### src/rtl/can_tx_prio_queue_pkg.sv
// Shared types for the CAN transmit priority queue.
// Frame widths, slot layout, FSM states and the priority key.
package can_tx_pkg;

  localparam int ID_W   = 11;
  localparam int CMD_W  = 8;
  localparam int DATA_W = 64;
  localparam int DLC_W  = 4;
  localparam int KEY_W  = ID_W + CMD_W;

  localparam logic [ID_W-1:0] NMT_ID = 11'h000;

  typedef struct packed {
    logic              valid;
    logic              inflight;
    logic [ID_W-1:0]   id;
    logic [CMD_W-1:0]  sdocmd;
    logic [DATA_W-1:0] data;
    logic [DLC_W-1:0]  dlc;
  } slot_t;

  typedef enum logic [1:0] {
    IDLE,
    SELECT,
    OFFER,
    BUSY
  } state_e;

  function automatic logic [KEY_W-1:0] prio_key(
    input logic [ID_W-1:0]  id,
    input logic [CMD_W-1:0] cmd
  );
    return {id, cmd};
  endfunction

endpackage

### src/rtl/can_tx_prio_queue_if.sv
// Request and transmit handshakes between bus logic,
// the priority queue and the CAN controller.
interface can_tx_prio_queue_if;
  import can_tx_pkg::*;

  logic              req_valid;
  logic              req_ready;
  logic [ID_W-1:0]   req_id;
  logic [CMD_W-1:0]  req_sdocmd;
  logic [DATA_W-1:0] req_data;
  logic [DLC_W-1:0]  req_dlc;

  logic              tx_valid;
  logic              tx_ready;
  logic [ID_W-1:0]   tx_id;
  logic [CMD_W-1:0]  tx_sdocmd;
  logic [DATA_W-1:0] tx_data;
  logic [DLC_W-1:0]  tx_dlc;
  logic              tx_done;
  logic              tx_abort;

  modport slave (
    input  req_valid, req_id, req_sdocmd,
    input  req_data, req_dlc,
    output req_ready,
    output tx_valid, tx_id, tx_sdocmd,
    output tx_data, tx_dlc,
    input  tx_ready, tx_done, tx_abort
  );

  modport master (
    output req_valid, req_id, req_sdocmd,
    output req_data, req_dlc,
    input  req_ready,
    input  tx_valid, tx_id, tx_sdocmd,
    input  tx_data, tx_dlc,
    output tx_ready, tx_done, tx_abort
  );

endinterface

### src/rtl/can_tx_prio_select.sv
// Combinational min-finder over the queue slots.
// Key is {id, sdocmd}; ties go to the lowest slot index.
module can_tx_prio_select
  import can_tx_pkg::*;
#(
  parameter int DEPTH = 4,
  localparam int IW = (DEPTH > 1) ? $clog2(DEPTH) : 1
) (
  input  slot_t [DEPTH-1:0] slots_i,
  output logic  [IW-1:0]    win_idx_o,
  output logic              any_pending_o
);

  logic [KEY_W-1:0] best;
  logic [KEY_W-1:0] key;

  always_comb begin
    win_idx_o     = '0;
    any_pending_o = 1'b0;
    best          = '1;
    key           = '0;
    for (int i = 0; i < DEPTH; i++) begin
      key = prio_key(slots_i[i].id, slots_i[i].sdocmd);
      if (slots_i[i].valid && !slots_i[i].inflight) begin
        // strict compare keeps the lower index on ties
        if (!any_pending_o || key < best) begin
          best          = key;
          win_idx_o     = IW'(i);
          any_pending_o = 1'b1;
        end
      end
    end
  end

endmodule

### src/rtl/can_tx_prio_queue.sv
// Transmit priority queue feeding a CAN controller, with
// pre-emption of unaccepted offers, abort re-queue and NMT flush.
module can_tx_prio_queue
  import can_tx_pkg::*;
#(
  parameter int DEPTH = 4
) (
  input  logic               clk,
  input  logic               rst,
  can_tx_prio_queue_if.slave bus,
  output logic [3:0]         q_count,
  output logic               q_full,
  output logic               q_empty,
  output logic               nmt_flush
);

  localparam int IW = (DEPTH > 1) ? $clog2(DEPTH) : 1;

  slot_t [DEPTH-1:0] slots_q, slots_d;
  state_e            state_q;
  logic [IW-1:0]     cur_q;
  logic [IW-1:0]     win_idx;
  logic [IW-1:0]     wr_idx;
  logic              any_pend;
  logic              pend_d;
  logic [3:0]        count_q, count_d;
  logic              full_q, empty_q, nmt_q;

  logic              tx_valid_q;
  logic [ID_W-1:0]   tx_id_q;
  logic [CMD_W-1:0]  tx_cmd_q;
  logic [DATA_W-1:0] tx_data_q;
  logic [DLC_W-1:0]  tx_dlc_q;

  logic req_acc, is_nmt, hs;
  logic done_ev, abort_ev, preempt;

  can_tx_prio_select #(
    .DEPTH(DEPTH)
  ) u_sel (
    .slots_i      (slots_q),
    .win_idx_o    (win_idx),
    .any_pending_o(any_pend)
  );

  assign req_acc  = bus.req_valid && !full_q;
  assign is_nmt   = req_acc && (bus.req_id == NMT_ID);
  assign hs       = (state_q == OFFER) && bus.tx_ready;
  assign done_ev  = (state_q == BUSY) && bus.tx_done;
  assign abort_ev = (state_q == BUSY) && bus.tx_abort
                    && !bus.tx_done;
  assign preempt  = (state_q == OFFER) && !bus.tx_ready
                    && req_acc
                    && (prio_key(bus.req_id, bus.req_sdocmd)
                        < prio_key(tx_id_q, tx_cmd_q));

  always_comb begin
    slots_d = slots_q;
    wr_idx  = '0;
    pend_d  = 1'b0;
    count_d = '0;
    if (hs) slots_d[cur_q].inflight = 1'b1;
    // flush sees the handshake but not a same-cycle abort
    if (is_nmt) begin
      for (int i = 0; i < DEPTH; i++)
        if (!slots_d[i].inflight) slots_d[i] = '0;
    end
    if (done_ev) slots_d[cur_q] = '0;
    if (abort_ev) slots_d[cur_q].inflight = 1'b0;
    for (int i = DEPTH - 1; i >= 0; i--)
      if (!slots_d[i].valid) wr_idx = IW'(i);
    if (req_acc) begin
      slots_d[wr_idx].valid    = 1'b1;
      slots_d[wr_idx].inflight = 1'b0;
      slots_d[wr_idx].id       = bus.req_id;
      slots_d[wr_idx].sdocmd   = bus.req_sdocmd;
      slots_d[wr_idx].data     = bus.req_data;
      slots_d[wr_idx].dlc      = bus.req_dlc;
    end
    for (int i = 0; i < DEPTH; i++) begin
      pend_d  = pend_d
                | (slots_d[i].valid & ~slots_d[i].inflight);
      count_d = count_d + 4'(slots_d[i].valid);
    end
  end

  always_ff @(posedge clk or negedge rst) begin
    if (!rst) begin
      slots_q    <= '0;
      state_q    <= IDLE;
      cur_q      <= '0;
      count_q    <= '0;
      full_q     <= 1'b0;
      empty_q    <= 1'b1;
      nmt_q      <= 1'b0;
      tx_valid_q <= 1'b0;
      tx_id_q    <= '0;
      tx_cmd_q   <= '0;
      tx_data_q  <= '0;
      tx_dlc_q   <= '0;
    end else begin
      slots_q <= slots_d;
      count_q <= count_d;
      full_q  <= (count_d == 4'(DEPTH));
      empty_q <= (count_d == 4'd0);
      nmt_q   <= is_nmt;
      unique case (state_q)
        IDLE: begin
          if (any_pend) state_q <= SELECT;
        end
        SELECT: begin
          // a new arrival may beat the current winner: re-evaluate
          if (!req_acc) begin
            if (any_pend) begin
              cur_q      <= win_idx;
              tx_id_q    <= slots_q[win_idx].id;
              tx_cmd_q   <= slots_q[win_idx].sdocmd;
              tx_data_q  <= slots_q[win_idx].data;
              tx_dlc_q   <= slots_q[win_idx].dlc;
              tx_valid_q <= 1'b1;
              state_q    <= OFFER;
            end else begin
              state_q <= IDLE;
            end
          end
        end
        OFFER: begin
          if (hs) begin
            tx_valid_q <= 1'b0;
            state_q    <= BUSY;
          end else if (is_nmt || preempt) begin
            tx_valid_q <= 1'b0;
            state_q    <= SELECT;
          end
        end
        BUSY: begin
          if (done_ev || abort_ev)
            state_q <= pend_d ? SELECT : IDLE;
        end
        default: state_q <= IDLE;
      endcase
    end
  end

  assign bus.req_ready = !full_q;
  assign bus.tx_valid  = tx_valid_q;
  assign bus.tx_id     = tx_id_q;
  assign bus.tx_sdocmd = tx_cmd_q;
  assign bus.tx_data   = tx_data_q;
  assign bus.tx_dlc    = tx_dlc_q;

  assign q_count   = count_q;
  assign q_full    = full_q;
  assign q_empty   = empty_q;
  assign nmt_flush = nmt_q;

endmodule
### src/flat_wrapper.sv
// flat-port wrapper written by rule: the top's interface ports become plain ports
module can_tx_prio_queue_flat import can_tx_pkg::*;
#(
  parameter int DEPTH = 4
)
  (clk, rst, q_count, q_full, q_empty, nmt_flush, bus_req_valid, bus_req_id, bus_req_sdocmd, bus_req_data, bus_req_dlc, bus_req_ready, bus_tx_valid, bus_tx_id, bus_tx_sdocmd, bus_tx_data, bus_tx_dlc, bus_tx_ready, bus_tx_done, bus_tx_abort);
  can_tx_prio_queue_if bus_i ();
  input  logic clk;
  input  logic rst;
  output logic [3:0] q_count;
  output logic q_full;
  output logic q_empty;
  output logic nmt_flush;
  input wire logic [$bits(bus_i.req_valid)-1:0] bus_req_valid;
  input wire logic [$bits(bus_i.req_id)-1:0] bus_req_id;
  input wire logic [$bits(bus_i.req_sdocmd)-1:0] bus_req_sdocmd;
  input wire logic [$bits(bus_i.req_data)-1:0] bus_req_data;
  input wire logic [$bits(bus_i.req_dlc)-1:0] bus_req_dlc;
  output wire logic [$bits(bus_i.req_ready)-1:0] bus_req_ready;
  output wire logic [$bits(bus_i.tx_valid)-1:0] bus_tx_valid;
  output wire logic [$bits(bus_i.tx_id)-1:0] bus_tx_id;
  output wire logic [$bits(bus_i.tx_sdocmd)-1:0] bus_tx_sdocmd;
  output wire logic [$bits(bus_i.tx_data)-1:0] bus_tx_data;
  output wire logic [$bits(bus_i.tx_dlc)-1:0] bus_tx_dlc;
  input wire logic [$bits(bus_i.tx_ready)-1:0] bus_tx_ready;
  input wire logic [$bits(bus_i.tx_done)-1:0] bus_tx_done;
  input wire logic [$bits(bus_i.tx_abort)-1:0] bus_tx_abort;
  assign bus_i.req_valid = bus_req_valid;
  assign bus_i.req_id = bus_req_id;
  assign bus_i.req_sdocmd = bus_req_sdocmd;
  assign bus_i.req_data = bus_req_data;
  assign bus_i.req_dlc = bus_req_dlc;
  assign bus_req_ready = bus_i.req_ready;
  assign bus_tx_valid = bus_i.tx_valid;
  assign bus_tx_id = bus_i.tx_id;
  assign bus_tx_sdocmd = bus_i.tx_sdocmd;
  assign bus_tx_data = bus_i.tx_data;
  assign bus_tx_dlc = bus_i.tx_dlc;
  assign bus_i.tx_ready = bus_tx_ready;
  assign bus_i.tx_done = bus_tx_done;
  assign bus_i.tx_abort = bus_tx_abort;
  can_tx_prio_queue #(.DEPTH(DEPTH)) u_core (.clk(clk), .rst(rst), .bus(bus_i), .q_count(q_count), .q_full(q_full), .q_empty(q_empty), .nmt_flush(nmt_flush));
endmodule
### config.mk
export PLATFORM = sky130hd
export DESIGN_NAME = can_tx_prio_queue_flat
export DESIGN_NICKNAME = d
export VERILOG_FILES = /design/src/rtl/can_tx_prio_queue_pkg.sv /design/src/rtl/can_tx_prio_queue_if.sv /design/src/rtl/can_tx_prio_select.sv /design/src/rtl/can_tx_prio_queue.sv /design/src/flat_wrapper.sv
export SDC_FILE = /design/constraint.sdc
export NUM_CORES = 1
export LEC_CHECK = 0
export CELL_PAD_IN_SITES_DETAIL_PLACEMENT = 1
export CELL_PAD_IN_SITES_GLOBAL_PLACEMENT = 1
export CORE_ASPECT_RATIO = 0.5
export CORE_MARGIN = 4
export CORE_UTILIZATION = 48
export CTS_CLUSTER_SIZE = 20
export DETAILED_ROUTE_END_ITERATION = 8
export PLACE_DENSITY = 0.89
export SLEW_MARGIN = 20
export SYNTH_ARGS = -nofsm -noshare
export SYNTH_HDL_FRONTEND = slang
export SYNTH_SLANG_ARGS = --single-unit
export TNS_END_PERCENT = 5
### constraint.sdc
create_clock -name clk -period 20.4 [get_ports clk]
set_input_delay 2.04 -clock clk [delete_from_list [all_inputs] [get_ports clk]]
set_output_delay 2.04 -clock clk [all_outputs]
set_load 0.005 [all_outputs]
After elaboration in Yosys (flattened, before gate mapping)

Index checks and enable logic that the tools add are counted.
W data, S select, Z words.

Add/sub/neg operators: 3
Order comparisons: 9
Equal/unequal tests: 9
Mux-type cells: 70
Bitwise logic cells: 14
Reductions and logical operators: 37

Operators with widths:

| cell                 | count |
|---|---|
| $bwmux W356          | 8 |
| $mux W356            | 5 |
| $demux W89 S2        | 8 |
| $mux W89             | 6 |
| $and A356 B356 Y356  | 1 |
| $not A356 Y356       | 1 |
| $bmux W89 S2         | 1 |
| $mux W88             | 2 |
| $mux W87             | 2 |
| $mux W19             | 5 |
| $lt A19 B19 Y1       | 4 |
| $mux W76             | 1 |
| $mux W68             | 1 |
| $mux W2              | 14 |
| $logic_and A1 B1 Y1  | 15 |
| $mux W1              | 14 |
| $logic_not A11 Y1    | 1 |
| $logic_not A1 Y1     | 10 |
| $lt A2 B3 Y1 const B | 3 |
| $add A4 B1 Y4        | 2 |
| $pmux W2 S4          | 1 |
| $reduce_and A4 Y1    | 2 |
| $logic_or A1 B1 Y1   | 5 |
| $not A1 Y1           | 5 |
| 16 further kinds     | 25 |

Flip-flop bits (word level): 455
Input port bits: 93
Output and inout bits: 96
Logic and storage cells: 177

Depth between registers and ports, before layout

Depth after elaboration: 35
Depth in mapped cells: 41
Depth with buffers taken out: 30

Hierarchy

A second synthesis with hierarchy kept.

Cells, all modules: 2,203
Area total of the unflattened synthesis: 22,570.4 sq um

Modules (own cells, without submodules):

| module             | instances | cells an instance | area each (sq um) | sequential area each (sq um) |
|---|---|---|---|---|
| can_tx_prio_queue  | 1         | 1,942             | 20,624.8          | 11,362.1 |
| can_tx_prio_select | 1         | 261               | 1,945.6           | 0.0 |

Worst setup path after synthesis

No wires, ideal clock.

Kind: register to register
Start point: reg u_core.slots_q[87] (netlist name)
End point: reg u_core.tx_data_q[29], in the netlist u_core.bus.tx_data[29]
Setup time: 0.123 ns
Data arrival time: 7.944 ns
Required time: 20.277 ns
Setup slack: 12.334 ns
Cell stages (with the launch flop): 39
Path buffers: 9
Clock period less this slack: 8.066 ns
Cell sequence: dfrtp_1 nand2b_1 buf_2 buf_1 nor2_1 ha_1 nand4_2 or3_1 o22ai_1 nor2_1 a21o_1 or2b_1 clkbuf_1 clkbuf_1 nand2_1 o21ai_0 ha_1 a211oi_1 (+3 left out) clkbuf_1 nand2_1 o2bb2ai_1 buf_2 buf_2 buf_1 a21oi_1 ha_1 a21o_1 a21oi_1 o21ai_0 o21ai_0 nand3_1 a211o_2 o31ai_1 nand2_1 buf_4 o221a_2

Cells in the longest elaborated chain, start to end: 17
Elaborated cells between the ends (all ways): 32
Classes of those cells: order compare (3); mux (20); reduce/logical (9)

Ends and longest elaborated chain:

| what                                                      | RTL line                 | text |
|---|---|---|
| start, declared                                           | can_tx_prio_queue.sv:19  | `slot_t [DEPTH-1:0] slots_q, slots_d;` |
| start signal, assigned                                    | can_tx_prio_queue.sv:102 | `slots_q <= slots_d;` |
| $logic_not A1 Y1 (*)                                      | can_tx_prio_select.sv:24 | `if (slots_i[i].valid && !slots_i[i].inflight) begin` |
| $logic_and A1 B1 Y1 (*)                                   | can_tx_prio_select.sv:24 |  |
| $mux W19 / $mux W1 (equally long branches)                | can_tx_prio_select.sv:24 |  |
| $lt A19 B19 Y1 / $logic_not A1 Y1 (equally long branches) | can_tx_prio_select.sv:26 | `if (!any_pending_o \|\| key < best) begin` |
| $logic_or A1 B1 Y1                                        | can_tx_prio_select.sv:26 |  |
| $mux W19 / $mux W1 (equally long branches)                | can_tx_prio_select.sv:26 |  |
| $mux W19 / $mux W1 (equally long branches)                | can_tx_prio_select.sv:24 |  |
| $lt A19 B19 Y1 / $logic_not A1 Y1 (equally long branches) | can_tx_prio_select.sv:26 |  |
| $logic_or A1 B1 Y1                                        | can_tx_prio_select.sv:26 |  |
| $mux W19 / $mux W1 (equally long branches)                | can_tx_prio_select.sv:26 |  |
| $mux W19 / $mux W1 (equally long branches)                | can_tx_prio_select.sv:24 |  |
| $lt A19 B19 Y1 / $logic_not A1 Y1 (equally long branches) | can_tx_prio_select.sv:26 |  |
| $logic_or A1 B1 Y1                                        | can_tx_prio_select.sv:26 |  |
| $mux W2                                                   | can_tx_prio_select.sv:26 |  |
| $mux W2                                                   | can_tx_prio_select.sv:24 |  |
| $bmux W89 S2                                              | can_tx_prio_queue.sv:118 | `tx_data_q <= slots_q[win_idx].data;` |
| $mux W87                                                  | n/a                      |  |
| end signal, assigned                                      | can_tx_prio_queue.sv:118 |  |
| end, declared                                             | can_tx_prio_queue.sv:32  | `logic [DATA_W-1:0] tx_data_q;` |

Mark *: on every way between the ends. The rest lies on a longest branch, timed or not. The select of a mux whose other input is x is not followed.
A chain may end at the register's enable or synchronous reset.

Final worst setup path

Start point: reg u_core.slots_q[87] (netlist name)
End point: reg u_core.tx_id_q[1], in the netlist u_core.bus.tx_id[1]

Cells in the longest elaborated chain, start to end: 17
Elaborated cells between the ends (all ways): 32
Classes of those cells: order compare (3); mux (20); reduce/logical (9)

Ends and longest elaborated chain:

| what                                                      | RTL line                 | text |
|---|---|---|
| $logic_not A1 Y1 (*)                                      | can_tx_prio_select.sv:24 |  |
| $logic_and A1 B1 Y1 (*)                                   | can_tx_prio_select.sv:24 |  |
| $mux W19 / $mux W1 (equally long branches)                | can_tx_prio_select.sv:24 |  |
| $lt A19 B19 Y1 / $logic_not A1 Y1 (equally long branches) | can_tx_prio_select.sv:26 |  |
| $logic_or A1 B1 Y1                                        | can_tx_prio_select.sv:26 |  |
| $mux W19 / $mux W1 (equally long branches)                | can_tx_prio_select.sv:26 |  |
| $mux W19 / $mux W1 (equally long branches)                | can_tx_prio_select.sv:24 |  |
| $lt A19 B19 Y1 / $logic_not A1 Y1 (equally long branches) | can_tx_prio_select.sv:26 |  |
| $logic_or A1 B1 Y1                                        | can_tx_prio_select.sv:26 |  |
| $mux W19 / $mux W1 (equally long branches)                | can_tx_prio_select.sv:26 |  |
| $mux W19 / $mux W1 (equally long branches)                | can_tx_prio_select.sv:24 |  |
| $lt A19 B19 Y1 / $logic_not A1 Y1 (equally long branches) | can_tx_prio_select.sv:26 |  |
| $logic_or A1 B1 Y1                                        | can_tx_prio_select.sv:26 |  |
| $mux W2                                                   | can_tx_prio_select.sv:26 |  |
| $mux W2                                                   | can_tx_prio_select.sv:24 |  |
| $bmux W89 S2                                              | can_tx_prio_queue.sv:116 | `tx_id_q <= slots_q[win_idx].id;` |
| $mux W87                                                  | n/a                      |  |
| end signal, assigned                                      | can_tx_prio_queue.sv:116 |  |
| end, declared                                             | can_tx_prio_queue.sv:30  | `logic [ID_W-1:0] tx_id_q;` |

Marked as above.

==> flow_summary.yaml <==
outcome:
  status: "finished clean"
setup_path:
  path_buf_inv: 4
  arrival_ps: 10330
  worstSetupEndpointType: "register"
  crit_path_frequent_cell: "buf_4"
  crit_required_ps: 20890
  critPathMaxStageDelay_ps: 830
  cp-start-kind: "register"
  worstPathMaxFanout: 53
  crit_type: "reg2reg"
  crit_family: "simple AND/OR/NAND/NOR gates"
  slowest_stage: "or2b_2"
route:
  wirelength_mm: 83.5
  vias_per_cell: 6.34
  drc: 0
  drtIter0Drc: 2228
  vias: 21300
  dr.pass1.iters: 5
  ant_nets: 0
  wl_per_cell_um: 24.9
global_routing:
  grt_max_degree: 164
  first_global_vias: 22700
  grt_pass1_wl_mm: 130
  grt-ovfl-total: 0
  antenna_found_initial: 7
  gr-usage-all-layers_pct: 32.2
timing:
  max_freq_ghz: 0.102
  holdWs_ps: 494
  slew-limit-headroom_pct: 23.5
  fin_setup_tns_ps: 0
  rsz0062_at_grt: "false"
  maxSlewViolCount: 0
  period_minus_slack_ps: 9840
  worstMarginPinSlew_ps: 1150
  setup_viol: 0
  worst_clock_skew_ps: 15.1
  hold_viol_final: 0
  period_share_pct: 48.2
place:
  gp_congestion: 0.922
  dp.final_hpwl_mm: 49.6
  port_buffers: 187
  placed_cell_area_mm2: 0.0248
  placedCellCount: 3273
clocking:
  htreeDepth: 2
  insertion_delay_ps: 570
  cts_tree: "built"
  ctsResizeCount: 0
  ctsHoldBuffers: 0
  cts_root_buf: "clkbuf_16"
  numCtsBuffers: 43
  clockBufferDepth: 3
  path_clk_slew_ps: 70
  clock-sinks: 454
  cts_setup_buffers: 0
min_path:
  hold_path.class: "reg2reg"
synth:
  syn_inst: 2623
  syn_area_per_cell_um2: 8.60
  yosys.area.top_type_share_pct: 50.2
  yosys.area.top_type: "dfrtp_1"
  ys_types: 69
  ys_top_cells_by_area: "dfrtp_1 50%, nand2_1 14%, nand3_1 5.8%, o21ai_0 4.5%, ha_1 4.3%"
  yosys_warnings: 0
  async_flop_share_pct: 100
  syn_nets: 2795
  ys_ff_latch: 454
  synth-edff-count: 0
  ys_seq_area_share_pct: 50.4
  syn_area_mm2: 0.0226
  synth_flop_cell: "dfrtp_1"
finish:
  nFillCells: 5306
  final_area_mm2: 0.0262
  fin_cells: 3354
  syn_to_final_growth_pct: 16.3
  final_nets: 2865
  drive_gt1_share_pct: 5.44
pwr:
  finalPower_uw: 5430
  p_leak_uw: 0.0121
  p_per_area_mw_per_mm2: 207
  ir_drop_mv: 0.310
die:
  fp.dieW_um: 315
  core_mm2: 0.0458
  start_util_pct: 49.2
  ios: 189
  row_count: 55
  die-area_mm2: 0.0507
  fp.dieH_um: 161
run:
  drv_cap: 0
[area by class of cell]
class	instances	area (um2)	area share (%)
sequential	454	11400	43.3
multi-input combinational	1942	10400	39.6
timing repair buffer	222	2180	8.33
clock buffer	62	1260	4.79
tap	627	785	2.99
clock inverter	11	136	0.520
inverter	30	113	0.429
antenna	6	15.0	0.0572
[kinds of logic after synthesis]
kind of cell / after synthesis / share of synthesized area (%)
AOI/OAI and AO/OA: 563 / 17.1
xor gates and xnor gates: 1 / 0.0388
adders and majority gates: 79 / 4.41
buffers and inverters: 227 / 4.15
DFF: 454 / 50.4
muxes: 1 / 0.0444
other: 1 / 0.0166
and+or+nand+nor: 1297 / 23.9
[registers in the layout, summed over array words and instances (netlist names)]
| name | cells |
|---|---|
| u_core.bus.tx_data | 64 |
| u_core.bus.tx_valid | 1 |
| u_core.slots_q | 356 |
| u_core.nmt_flush | 1 |
| u_core.q_count | 3 |
| u_core.cur_q | 2 |
| u_core.state_q | 2 |
| u_core.bus.tx_dlc | 4 |
| u_core.bus.tx_id | 11 |
| u_core.q_empty | 1 |
| u_core.q_full | 1 |
| u_core.bus.tx_sdocmd | 8 |
[cells in the final DEF (no fill, tap or decap), types with 8 or more instances in the layout]
cell type / n
clkbuf_16: 43
a21oi_1: 28
clkdlybuf4s50_1: 186
nor2_1: 159
dfrtp_1: 453
o21a_1: 20
nand2_1: 812
nand3_1: 261
o221a_2: 16
o21ai_0: 203
inv_1: 30
a31oi_1: 79
ha_1: 78
a21o_1: 10
o22ai_1: 10
a211o_1: 71
buf_4: 32
clkbuf_8: 11
clkbuf_1: 8
nor3_1: 16
o22a_1: 15
a22o_1: 69
[cell usage after synthesis, types with 4 or more instances]
cell / n
nand3_1: 261
o21a_1: 20
buf_2: 47
dfrtp_1: 453
o22ai_1: 10
clkbuf_1: 138
nor3_1: 16
ha_1: 78
nand4_1: 6
a22oi_1: 6
o21ai_0: 203
a22o_1: 69
nor2_1: 160
o221a_2: 16
a211o_1: 71
a21o_1: 10
a21oi_1: 29
a31oi_1: 80
o22a_1: 15
buf_1: 7
or2_2: 4
nand2b_1: 6
inv_1: 30
nand2_1: 813
nor2b_1: 6
[metal layers]
layer	share of wire, %	global-route usage (%)
met4	3.2	12.8
met1	40	40.9
met3	7.1	5.45
met5	0.016	0
met2	50	55.4
[final timing paths]
kind,depth (start not counted),from,end,slack [ps]
setup / recovery,32,u_core.slots_q[87]$_DFF_PN0_,u_core.bus.tx_id[1]$_DFFE_PN0P_,10560
hold / removal,1,u_core.slots_q[3]$_DFF_PN0_,u_core.bus.tx_dlc[3]$_DFFE_PN0P_,490
setup reg to reg,32,u_core.slots_q[87]$_DFF_PN0_,u_core.bus.tx_id[1]$_DFFE_PN0P_,10560
hold reg to reg,1,u_core.slots_q[3]$_DFF_PN0_,u_core.bus.tx_dlc[3]$_DFFE_PN0P_,490
max in group asynchronous,3,rst,u_core.slots_q[160]$_DFF_PN0_,16720
min in group asynchronous,1,rst,u_core.slots_q[124]$_DFF_PN0_,1460
[where the power goes]
| group | total (uW) | internal [uW] | switching (uW) |
|---|---|---|---|
| logic | 2990 | 1050 | 1940 |
| clock network | 824 | 455 | 369 |
| registers | 1620 | 1290 | 324 |
[metrics by stage]
stage,utilization (%),setup slack [ps]
2_1_floorplan,-,12330
3_3_place_gp,54.1,11100
3_5_place_dp,54.1,10730
4_1_cts,57.1,10740
5_1_grt,57.3,10030
6_report,57.3,10560
Power figures use the tool's default switching activity.
